[src/rtl/riscv16_pkg.sv]
// Shared constants and types for the 16-bit core front end.
package riscv16_pkg;

    localparam int XLEN = 16;
    localparam int ILEN = 16;

    localparam logic [XLEN-1:0] RESET_PC = 16'h0000;

    typedef struct packed {
        logic [ILEN-1:0] instr;
        logic [XLEN-1:0] pc;
    } fetch_entry_t;

endpackage

[src/rtl/ifetch_unit_if.sv]
// Instruction-memory and decode-side bus of the fetch unit.
// master = fetch unit, slave = memory/decoder environment.
interface ifetch_unit_if;
    import riscv16_pkg::*;

    // All channels: a transfer happens in a cycle where valid && ready are
    // both high; valid never depends on ready. Responses have no ready.
    logic            imem_req_valid;
    logic            imem_req_ready;
    logic [XLEN-1:0] imem_req_addr;
    logic            imem_rsp_valid;
    logic [ILEN-1:0] imem_rsp_data;
    logic            dec_valid;
    logic            dec_ready;
    logic [ILEN-1:0] dec_instr;
    logic [XLEN-1:0] dec_pc;

    modport master (
        output imem_req_valid, imem_req_addr, dec_valid, dec_instr, dec_pc,
        input  imem_req_ready, imem_rsp_valid, imem_rsp_data, dec_ready
    );

    modport slave (
        input  imem_req_valid, imem_req_addr, dec_valid, dec_instr, dec_pc,
        output imem_req_ready, imem_rsp_valid, imem_rsp_data, dec_ready
    );

endinterface

[src/rtl/ifetch_unit_fetch_fifo.sv]
// Synchronous FIFO of fetch entries with flush; push and pop may coincide.
module fetch_fifo
    import riscv16_pkg::*;
#(
    parameter int DEPTH = 2
) (
    input  logic                   clk,
    input  logic                   rst,
    input  logic                   flush_i,
    input  logic                   push_i,
    input  logic                   pop_i,
    input  fetch_entry_t           entry_i,
    output fetch_entry_t           entry_o,
    output logic [$clog2(DEPTH):0] count_o
);

    localparam int AW = $clog2(DEPTH);
    localparam logic [AW:0] FULL = DEPTH[AW:0];

    fetch_entry_t  mem_q [DEPTH];
    logic [AW-1:0] rd_q, rd_d, wr_q, wr_d;
    logic [AW:0]   count_q, count_d;
    logic          do_push, do_pop;

    assign do_pop  = pop_i && (count_q != '0);
    assign do_push = push_i && ((count_q != FULL) || do_pop);

    always_comb begin
        rd_d    = rd_q;
        wr_d    = wr_q;
        count_d = count_q;
        if (do_pop)  rd_d = rd_q + 1'b1;
        if (do_push) wr_d = wr_q + 1'b1;
        case ({do_push, do_pop})
            2'b10:   count_d = count_q + 1'b1;
            2'b01:   count_d = count_q - 1'b1;
            default: count_d = count_q;
        endcase
    end

    always_ff @(posedge clk) begin
        if (rst || flush_i) begin
            rd_q    <= '0;
            wr_q    <= '0;
            count_q <= '0;
        end else begin
            rd_q    <= rd_d;
            wr_q    <= wr_d;
            count_q <= count_d;
        end
    end

    always_ff @(posedge clk) begin
        if (do_push) mem_q[wr_q] <= entry_i;
    end

    assign entry_o = mem_q[rd_q];
    assign count_o = count_q;

endmodule

[src/rtl/ifetch_unit.sv]
// Fetch unit: owns the fetch PC, issues credit-limited imem requests, buffers
// responses for decode and flushes on redirect. Option: IFETCH_BYPASS_EN.
module ifetch_unit
    import riscv16_pkg::*;
#(
    parameter int DEPTH = 2
) (
    input  logic            clk,
    input  logic            rst,
    input  logic            redirect_valid,
    input  logic [XLEN-1:0] redirect_pc,
    output logic [XLEN-1:0] fetch_pc,
    ifetch_unit_if.master   bus
);

    localparam int CW = $clog2(DEPTH) + 1;
    localparam logic [CW:0] DEPTH_W = DEPTH[CW:0];

    logic [XLEN-1:0] fetch_pc_q, fetch_pc_d;
    logic [CW-1:0]   out_q, out_d, drop_q, drop_d;
    logic            rst_q;

    logic [CW-1:0] buf_count, pcq_count;
    fetch_entry_t  buf_head, pcq_head, pcq_entry, rsp_entry;
    logic          req_fire, rsp_keep, dec_fire, buf_empty, buf_push, buf_pop;
    logic          pcq_unused;

    assign bus.imem_req_valid = !rst && !rst_q && !redirect_valid &&
                                (({1'b0, out_q} + {1'b0, buf_count}) < DEPTH_W);
    assign bus.imem_req_addr  = fetch_pc_q;
    assign fetch_pc           = fetch_pc_q;
    assign req_fire           = bus.imem_req_valid && bus.imem_req_ready;

    // Responses owed to pre-redirect requests, or landing in the redirect
    // cycle itself, never reach the buffer.
    assign rsp_keep  = bus.imem_rsp_valid && (drop_q == '0) && !redirect_valid;
    assign buf_empty = (buf_count == '0);
    assign pcq_entry = '{instr: '0, pc: fetch_pc_q};
    assign rsp_entry = '{instr: bus.imem_rsp_data, pc: pcq_head.pc};
    assign pcq_unused = ^{pcq_head.instr, pcq_count};

`ifdef IFETCH_BYPASS_EN
    logic bypass;
    assign bypass        = rsp_keep && buf_empty;
    assign bus.dec_valid = !rst && (!buf_empty || bypass);
    assign bus.dec_instr = buf_empty ? rsp_entry.instr : buf_head.instr;
    assign bus.dec_pc    = buf_empty ? rsp_entry.pc : buf_head.pc;
    assign buf_push      = rsp_keep && !(bypass && bus.dec_ready);
`else
    assign bus.dec_valid = !rst && !buf_empty;
    assign bus.dec_instr = buf_head.instr;
    assign bus.dec_pc    = buf_head.pc;
    assign buf_push      = rsp_keep;
`endif

    assign dec_fire = bus.dec_valid && bus.dec_ready;
    assign buf_pop  = dec_fire && !buf_empty;

    always_comb begin
        fetch_pc_d = fetch_pc_q;
        out_d      = out_q + {{(CW-1){1'b0}}, req_fire}
                           - {{(CW-1){1'b0}}, bus.imem_rsp_valid};
        drop_d     = drop_q;
        if (bus.imem_rsp_valid && (drop_q != '0)) drop_d = drop_q - 1'b1;
        if (req_fire) fetch_pc_d = fetch_pc_q + XLEN'(1);
        // Everything still in flight after this cycle belongs to the old path.
        if (redirect_valid) begin
            fetch_pc_d = redirect_pc;
            drop_d     = out_d;
        end
    end

    always_ff @(posedge clk) begin
        rst_q <= rst;
        if (rst) begin
            fetch_pc_q <= RESET_PC;
            out_q      <= '0;
            drop_q     <= '0;
        end else begin
            fetch_pc_q <= fetch_pc_d;
            out_q      <= out_d;
            drop_q     <= drop_d;
        end
    end

    fetch_fifo #(.DEPTH(DEPTH)) u_pc_queue (
        .clk     (clk),
        .rst     (rst),
        .flush_i (redirect_valid),
        .push_i  (req_fire),
        .pop_i   (rsp_keep),
        .entry_i (pcq_entry),
        .entry_o (pcq_head),
        .count_o (pcq_count)
    );

    fetch_fifo #(.DEPTH(DEPTH)) u_buffer (
        .clk     (clk),
        .rst     (rst),
        .flush_i (redirect_valid),
        .push_i  (buf_push),
        .pop_i   (buf_pop),
        .entry_i (rsp_entry),
        .entry_o (buf_head),
        .count_o (buf_count)
    );

endmodule

[src/flat_wrapper.sv]
// flat-port wrapper written by rule: the top's interface ports become plain ports
module ifetch_unit_flat import riscv16_pkg::*;
#(
    parameter int DEPTH = 2
)
  (clk, rst, redirect_valid, redirect_pc, fetch_pc, bus_imem_req_valid, bus_imem_req_addr, bus_dec_valid, bus_dec_instr, bus_dec_pc, bus_imem_req_ready, bus_imem_rsp_valid, bus_imem_rsp_data, bus_dec_ready);
  ifetch_unit_if bus_i ();
  input  logic clk;
  input  logic rst;
  input  logic redirect_valid;
  input  logic [XLEN-1:0] redirect_pc;
  output logic [XLEN-1:0] fetch_pc;
  output wire logic [$bits(bus_i.imem_req_valid)-1:0] bus_imem_req_valid;
  output wire logic [$bits(bus_i.imem_req_addr)-1:0] bus_imem_req_addr;
  output wire logic [$bits(bus_i.dec_valid)-1:0] bus_dec_valid;
  output wire logic [$bits(bus_i.dec_instr)-1:0] bus_dec_instr;
  output wire logic [$bits(bus_i.dec_pc)-1:0] bus_dec_pc;
  input wire logic [$bits(bus_i.imem_req_ready)-1:0] bus_imem_req_ready;
  input wire logic [$bits(bus_i.imem_rsp_valid)-1:0] bus_imem_rsp_valid;
  input wire logic [$bits(bus_i.imem_rsp_data)-1:0] bus_imem_rsp_data;
  input wire logic [$bits(bus_i.dec_ready)-1:0] bus_dec_ready;
  assign bus_imem_req_valid = bus_i.imem_req_valid;
  assign bus_imem_req_addr = bus_i.imem_req_addr;
  assign bus_dec_valid = bus_i.dec_valid;
  assign bus_dec_instr = bus_i.dec_instr;
  assign bus_dec_pc = bus_i.dec_pc;
  assign bus_i.imem_req_ready = bus_imem_req_ready;
  assign bus_i.imem_rsp_valid = bus_imem_rsp_valid;
  assign bus_i.imem_rsp_data = bus_imem_rsp_data;
  assign bus_i.dec_ready = bus_dec_ready;
  ifetch_unit #(.DEPTH(DEPTH)) u_core (.clk(clk), .rst(rst), .redirect_valid(redirect_valid), .redirect_pc(redirect_pc), .fetch_pc(fetch_pc), .bus(bus_i));
endmodule
[config.mk]
export PLATFORM = sky130hd
export DESIGN_NAME = ifetch_unit_flat
export DESIGN_NICKNAME = d
export VERILOG_FILES = /design/src/rtl/riscv16_pkg.sv /design/src/rtl/ifetch_unit_if.sv /design/src/rtl/ifetch_unit_fetch_fifo.sv /design/src/rtl/ifetch_unit.sv /design/src/flat_wrapper.sv
export SDC_FILE = /design/constraint.sdc
export NUM_CORES = 1
export LEC_CHECK = 0
export ABC_AREA = 1
export CAP_MARGIN = 40
export CORE_MARGIN = 2
export CORE_UTILIZATION = 47
export CTS_BUF_LIST = sky130_fd_sc_hd__clkbuf_4 sky130_fd_sc_hd__clkbuf_8 sky130_fd_sc_hd__clkbuf_16
export DETAILED_ROUTE_END_ITERATION = 6
export GPL_ROUTABILITY_DRIVEN = 0
export PLACE_DENSITY = 0.74
export SYNTH_ARGS = -nofsm -noshare
export SYNTH_HDL_FRONTEND = slang
export SYNTH_SLANG_ARGS = --single-unit
[constraint.sdc]
create_clock -name clk -period 3.1 [get_ports clk]
set_clock_uncertainty 0.05 [all_clocks]
set_input_delay 0.93 -clock clk [delete_from_list [all_inputs] [get_ports clk]]
set_output_delay 0.93 -clock clk [all_outputs]
set_load 0.1 [all_outputs]
======== Word level (Yosys, flattened, before mapping) ========
Memory sizes are Yosys's and may differ from the RTL's. A register that Yosys moved wholly into a read port is not among the register bits.
Index checks and enable logic that the tools add are counted.
word-level totals
  flip-flop bits (word level) ............. 29
  memory bits (writable) .................. 96
  bits of input ports ..................... 38
  word-level logic and storage cells ...... 76
  memories ................................ 2
memory list
  memory                   depth  bits a word  read ports  clocked after Yosys merged registers in  wr ports  line                          source
  u_core.u_buffer.mem_q    2      32           1           1                                        1         ifetch_unit_fetch_fifo.sv:20  fetch_entry_t mem_q [DEPTH];
  u_core.u_pc_queue.mem_q  2      16           1           1                                        1         ifetch_unit_fetch_fifo.sv:20
operators by class
  add/sub/neg operators ................... 13
  magnitude comparators ................... 1
  eq/ne operators ......................... 6
  multiplexer cells ....................... 14
  reduce and logical (&&, ||, !) cells .... 30
operators with widths
  cell                     number
  $mux W16                 2
  $add A16 B1 Y16 const B  1
  $logic_and A1 B1 Y1      14
  $reduce_bool A2 Y1       7
  $mux W1                  8
  $pmux W2 S2              2
  $sub A2 B1 Y2 const B    3
  $add A1 B1 Y1 const B    4
  $add A2 B1 Y2 const B    2
  $eq A2 B1 Y1 const B     2
  $eq A2 B2 Y1 const B     2
  $logic_not A1 Y1         4
  $logic_not A2 Y1         2
  $mux W2                  2
  $ne A2 B2 Y1 const B     2
  $add A2 B2 Y3            1
  $logic_or A1 B1 Y1       3
  $lt A3 B2 Y1 const B     1
  $add A2 B1 Y2            1
  $sub A2 B1 Y2            1

======== Logic depth before layout (Yosys ltp) ========
  depth in word-level cells ............... 10
  depth in mapped cells ................... 11

======== Cells and area by module ========
Synthesis repeated with hierarchy kept, for this count alone.
second synthesis, totals
  cells, all modules ...................... 518
  area total of the unflattened synthesis .. 6718.9 um^2
by module, submodules not included
  module                           times used  cells an instance  area an instance (um^2)
  fetch_fifo at u_core.u_pc_queue  1           139                2601.2
  fetch_fifo at u_core.u_buffer    1           136                2567.5
  ifetch_unit                      1           243                1550.2

======== Worst setup path before layout ========
OpenSTA, ideal clock, no wires.
  path kind ............................... input to register
  start point ............................. input port rst
  end point ............................... memory u_core.u_buffer.mem_q[1][0] (netlist name), enable pin
  setup time .............................. 423 ps
  arrival time ............................ 4292 ps
  data required time ...................... 2627 ps
  slack ................................... -1664 ps
  cell stages on the path ................. 6
  path buffers ............................ 1
  cells stage by stage .................... buf_6 nor2_1 nand2_1 nand3_1 nand2_1 nor2_1
on the way
  cells in the longest elaborated chain, start to end .. 9
RTL lines
  item                           line                          source
  start: declaration             flat_wrapper.sv:9             input logic rst;
  $logic_not A1 Y1               ifetch_unit.sv:50             assign bus.dec_valid = !rst && !buf_empty;
  $logic_and A1 B1 Y1            ifetch_unit.sv:50
  named net bus_dec_valid        flat_wrapper.sv:15            output wire logic [$bits(bus_i.dec_valid)-1:0] bus_dec_valid;
  $logic_and A1 B1 Y1            ifetch_unit.sv:56             assign dec_fire = bus.dec_valid && bus.dec_ready;
  $logic_and A1 B1 Y1            ifetch_unit.sv:57             assign buf_pop = dec_fire && !buf_empty;
  $logic_and A1 B1 Y1            ifetch_unit_fetch_fifo.sv:25  assign do_pop = pop_i && (count_q != '0);
  $logic_or A1 B1 Y1             ifetch_unit_fetch_fifo.sv:26  assign do_push = push_i && ((count_q != FULL) || do_pop);
  $logic_and A1 B1 Y1            ifetch_unit_fetch_fifo.sv:26
  $mux W1                        ifetch_unit_fetch_fifo.sv:54  if (do_push) mem_q[wr_q] <= entry_i;
  $mux W1 (not written as such)  ifetch_unit_fetch_fifo.sv:54
  end: declaration               ifetch_unit_fetch_fifo.sv:20
The timed path passes the listed nets, and every way through them passes these cells.

======== Worst setup path in the final report ========
  start point ............................. input port rst
  end point ............................... output port bus_imem_req_valid
on the way
  cells in the longest elaborated chain, start to end .. 4
RTL lines
  item                              line                source
  $logic_not A1 Y1                  ifetch_unit.sv:28   assign bus.imem_req_valid = !rst && !rst_q && !redirect_valid &&
  $logic_and A1 B1 Y1 (3 in a row)  ifetch_unit.sv:28
  end: declaration                  flat_wrapper.sv:13  output wire logic [$bits(bus_i.imem_req_valid)-1:0] bus_imem_req_valid;
No other way between the ends.

==> results by group <==
Run status
  – Status: completed

Die
  – Starting density of the core: between 40% and 50%
  – Die width: between 100 and 150 um
  – Die Height: around 110 um
  – Die area: 12400 sq um
  – CORE AREA: ~11000 sq um
  – I/O pin cnt: roughly 100
  – Rows: 39

Logic synthesis
  – Post-synth top flop: edfxtp_1
  – Synthesized area: about 5400 sq um
  – Mean Syn Cell Area: between 10 and 15 sq um
  – Share of the synthesized area in the top cell type: 53.4%
  – Register bit total from synthesis: 127
  – Netlist cell types: 34
  – Syn nets: 496
  – Area leader, netlist: edfxtp_1
  – Synth async-reset ratio: 0%
  – Commonest cells post-synth: edfxtp_1 (96), nand2_1 (80), nor2_1 (45)
  – Post-Syn Instances: approximately 450
  – Synth area leaders: edfxtp_1 (53%), dfxtp_1 (11%), mux2_2 (9.2%)
  – Post-synthesis sequential area ratio: 64.9%
  – Yosys warns: 0
  – Post-synth EDFFs: 96
  – Count leader, synth: edfxtp_1

STA
  – Worst-margin pin slew: 0.690 ns
  – Slew HR: between 50% and 60%
  – Setup violations, final: 0
  – Fmax: 329 MHz
  – Setup_tns: 0 ns
  – Period Utilization, post-route: 98.0%
  – RSZ-0062 raised after global routing: false
  – Hold Fails Final Rpt: 0
  – Fin crit period: slightly above 3 ns
  – Slew Limit Fails: 0

GRT
  – First-pass GRT wire length: 17.2 mm
  – Largest net degree at the start of global routing: 34
  – Vias in the first global route: between 3k and 4k
  – Total GRT Usage: 18.1%
  – Initial antenna violation count: 0
  – GR Overflow Total: 0

Power and ir drop
  – Overall power: between 4 and 5 mW
  – VDD IR max: 0.352 mV
  – Leak: between 2 and 3 nW
  – PwrDens: about 610 nW/um^2

Clocking
  – CTS tree: done
  – CTS buffer count: 17
  – H-tree depth: 4
  – Worst-path clk slew: around 0.050 ns
  – CTS root buf: clkbuf_16
  – Post-CTS Setup Bufs: 0
  – Clk_lat worst skew: 0.41 ns
  – Max clock buf depth: 2
  – CTS sink count: ~130

Detailed routing
  – Antenna viol nets, final: 0
  – Detailed Route WL: approximately 11 mm
  – Vias per cell: ~5
  – Starting DRT DRC Count: between 200 and 300
  – Detailed-route via count: approximately 3.6k
  – Drt drc: 0
  – DR pass1 iterations: 5
  – WL/cell: around 15 um

Finish
  – Design Area, Final: roughly 7400 sq um
  – Synthesis-to-layout area growth: 36.4%
  – Final cell count without fillers: between 700 and 800
  – Final net count: 600
  – Final Core Density: about 65%
  – Total inserted antenna cells: 0
  – Layout cells sized above 1: between 20 and 30%

Place
  – Placed Cells incl. Taps: a little under 700
  – Post-DP Area: 6820 sq um
  – I/O Buffers: ~100
  – Post-DP HPWL: ~7.2 mm

Critical path
  – WP data required: 2.12 ns
  – CP max FO: 6
  – CP Launch Type: input port
  – Setup crit end kind: primary output
  – Data arrival time of the critical path: 2.06 ns
  – Critical path class: in2out
  – Flop-to-flop setup slack: approximately 0.83 ns

Run
  – Max Cap Viol: 0

Worst hold path
  – Hold Path Class: reg2reg
-- final timing paths --
kind / cells after the start / endpoint / from
setup / recovery: 5 / bus_imem_req_valid / rst
hold / removal: 2 / flip-flop / u_core.u_buffer.rd_q$_SDFFE_PP0P_
setup reg to reg: 7 / u_core.u_pc_queue.mem_q[1][6]$_DFFE_PP_ / u_core.u_buffer.count_o[1]$_SDFFE_PP0P_
hold reg to reg: 2 / flip-flop / u_core.u_buffer.rd_q$_SDFFE_PP0P_
-- power by group --
part | internal (mW) | switching [mW]
clock network | 1.17 | 0.649
registers | 1.89 | 0.0485
logic | 0.233 | 0.511
-- cell families after synthesis --
| kind of cell | after synthesis | share of synthesized area [%] |
|---|---|---|
| compound gates | 35 | 3.38 |
| xor+xnor | 5 | 0.811 |
| fa+ha+maj | 4 | 1.07 |
| buf+inv | 65 | 6.10 |
| flops | 127 | 64.9 |
| mux | 49 | 10.2 |
| simple gates | 169 | 13.6 |
-- registers in the layout (all words and copies together), names as in the netlist, 2 cells and up, named ones only --
signal                     count
u_core.bus.imem_req_addr      16
u_core.u_buffer.count_o        2
u_core.u_buffer.mem_q         64
u_core.u_pc_queue.mem_q       32
u_core.u_pc_queue.count_o      2
u_core.drop_q                  2
u_core.out_q                   2
-- through the flow --
step | hold WS [ns] | setup slack (ns)
global placement | 0.407 | 0.0807
floorplan | 0.397 | 0.108
global route | 0.484 | 0.00359
finish | 0.468 | 0.0606
detailed placement | 0.418 | 0.0622
CTS | 0.462 | 0.0511
-- cell type report --
cell class,count,area [sq um]
Fill cell,829,3960
Inverter,38,148
Multi-Input combinational cell,262,1590
Timing Repair Buffer,112,1400
Sequential cell,127,3500
Clock buffer,19,440
Tap cell,143,179
Clock inverter,12,101
-- worst max-delay path: stages --
cell and delay, ns:
clkdlybuf4s50_1 0.54, clkinv_4 0.13, nand2_4 0.08, nor2_2 0.18, buf_12 0.19
-- metal layers --
| metal | track usage, % | share of wire (%) |
|---|---|---|
| met5 | 0 | 0 |
| met3 | 5.63 | 6.5 |
| met4 | 7.00 | 0.98 |
| met2 | 30.3 | 50 |
| met1 | 22.0 | 42 |
-- what timing repair did --
| item | 4_1_cts | 5_1_grt |
|---|---|---|
| setup endpoints to repair | 0 | 1 |
| hold buffers | 0 | 0 |
| hold endpoints to repair | 0 | 0 |
| gates resized for setup | 0 | 2 |
-- placed cells by master (no fill, tap or decap), drive strengths merged --
master / Yosys / routed
nor3: 4 / 4
nor2: 47 / 47
a21oi: 20 / 20
bufinv: 0 / 2
nand3: 29 / 29
inv: 37 / 37
nand2: 82 / 82
mux2: 48 / 48
ha: 3 / 3
o21ai: 13 / 13
xor2: 4 / 4
clkbuf: 5 / 19
clkinv: 1 / 11
nand4: 6 / 6
buf: 22 / 75
a31oi: 1 / 1
nand3b: 1 / 1
fa: 1 / 1
xnor2: 1 / 1
a22oi: 1 / 1
edfxtp: 96 / 96
clkdlybuf4s50: 0 / 37
mux2i: 1 / 1
dfxtp: 31 / 31
(Power assumes the default switching activity.)
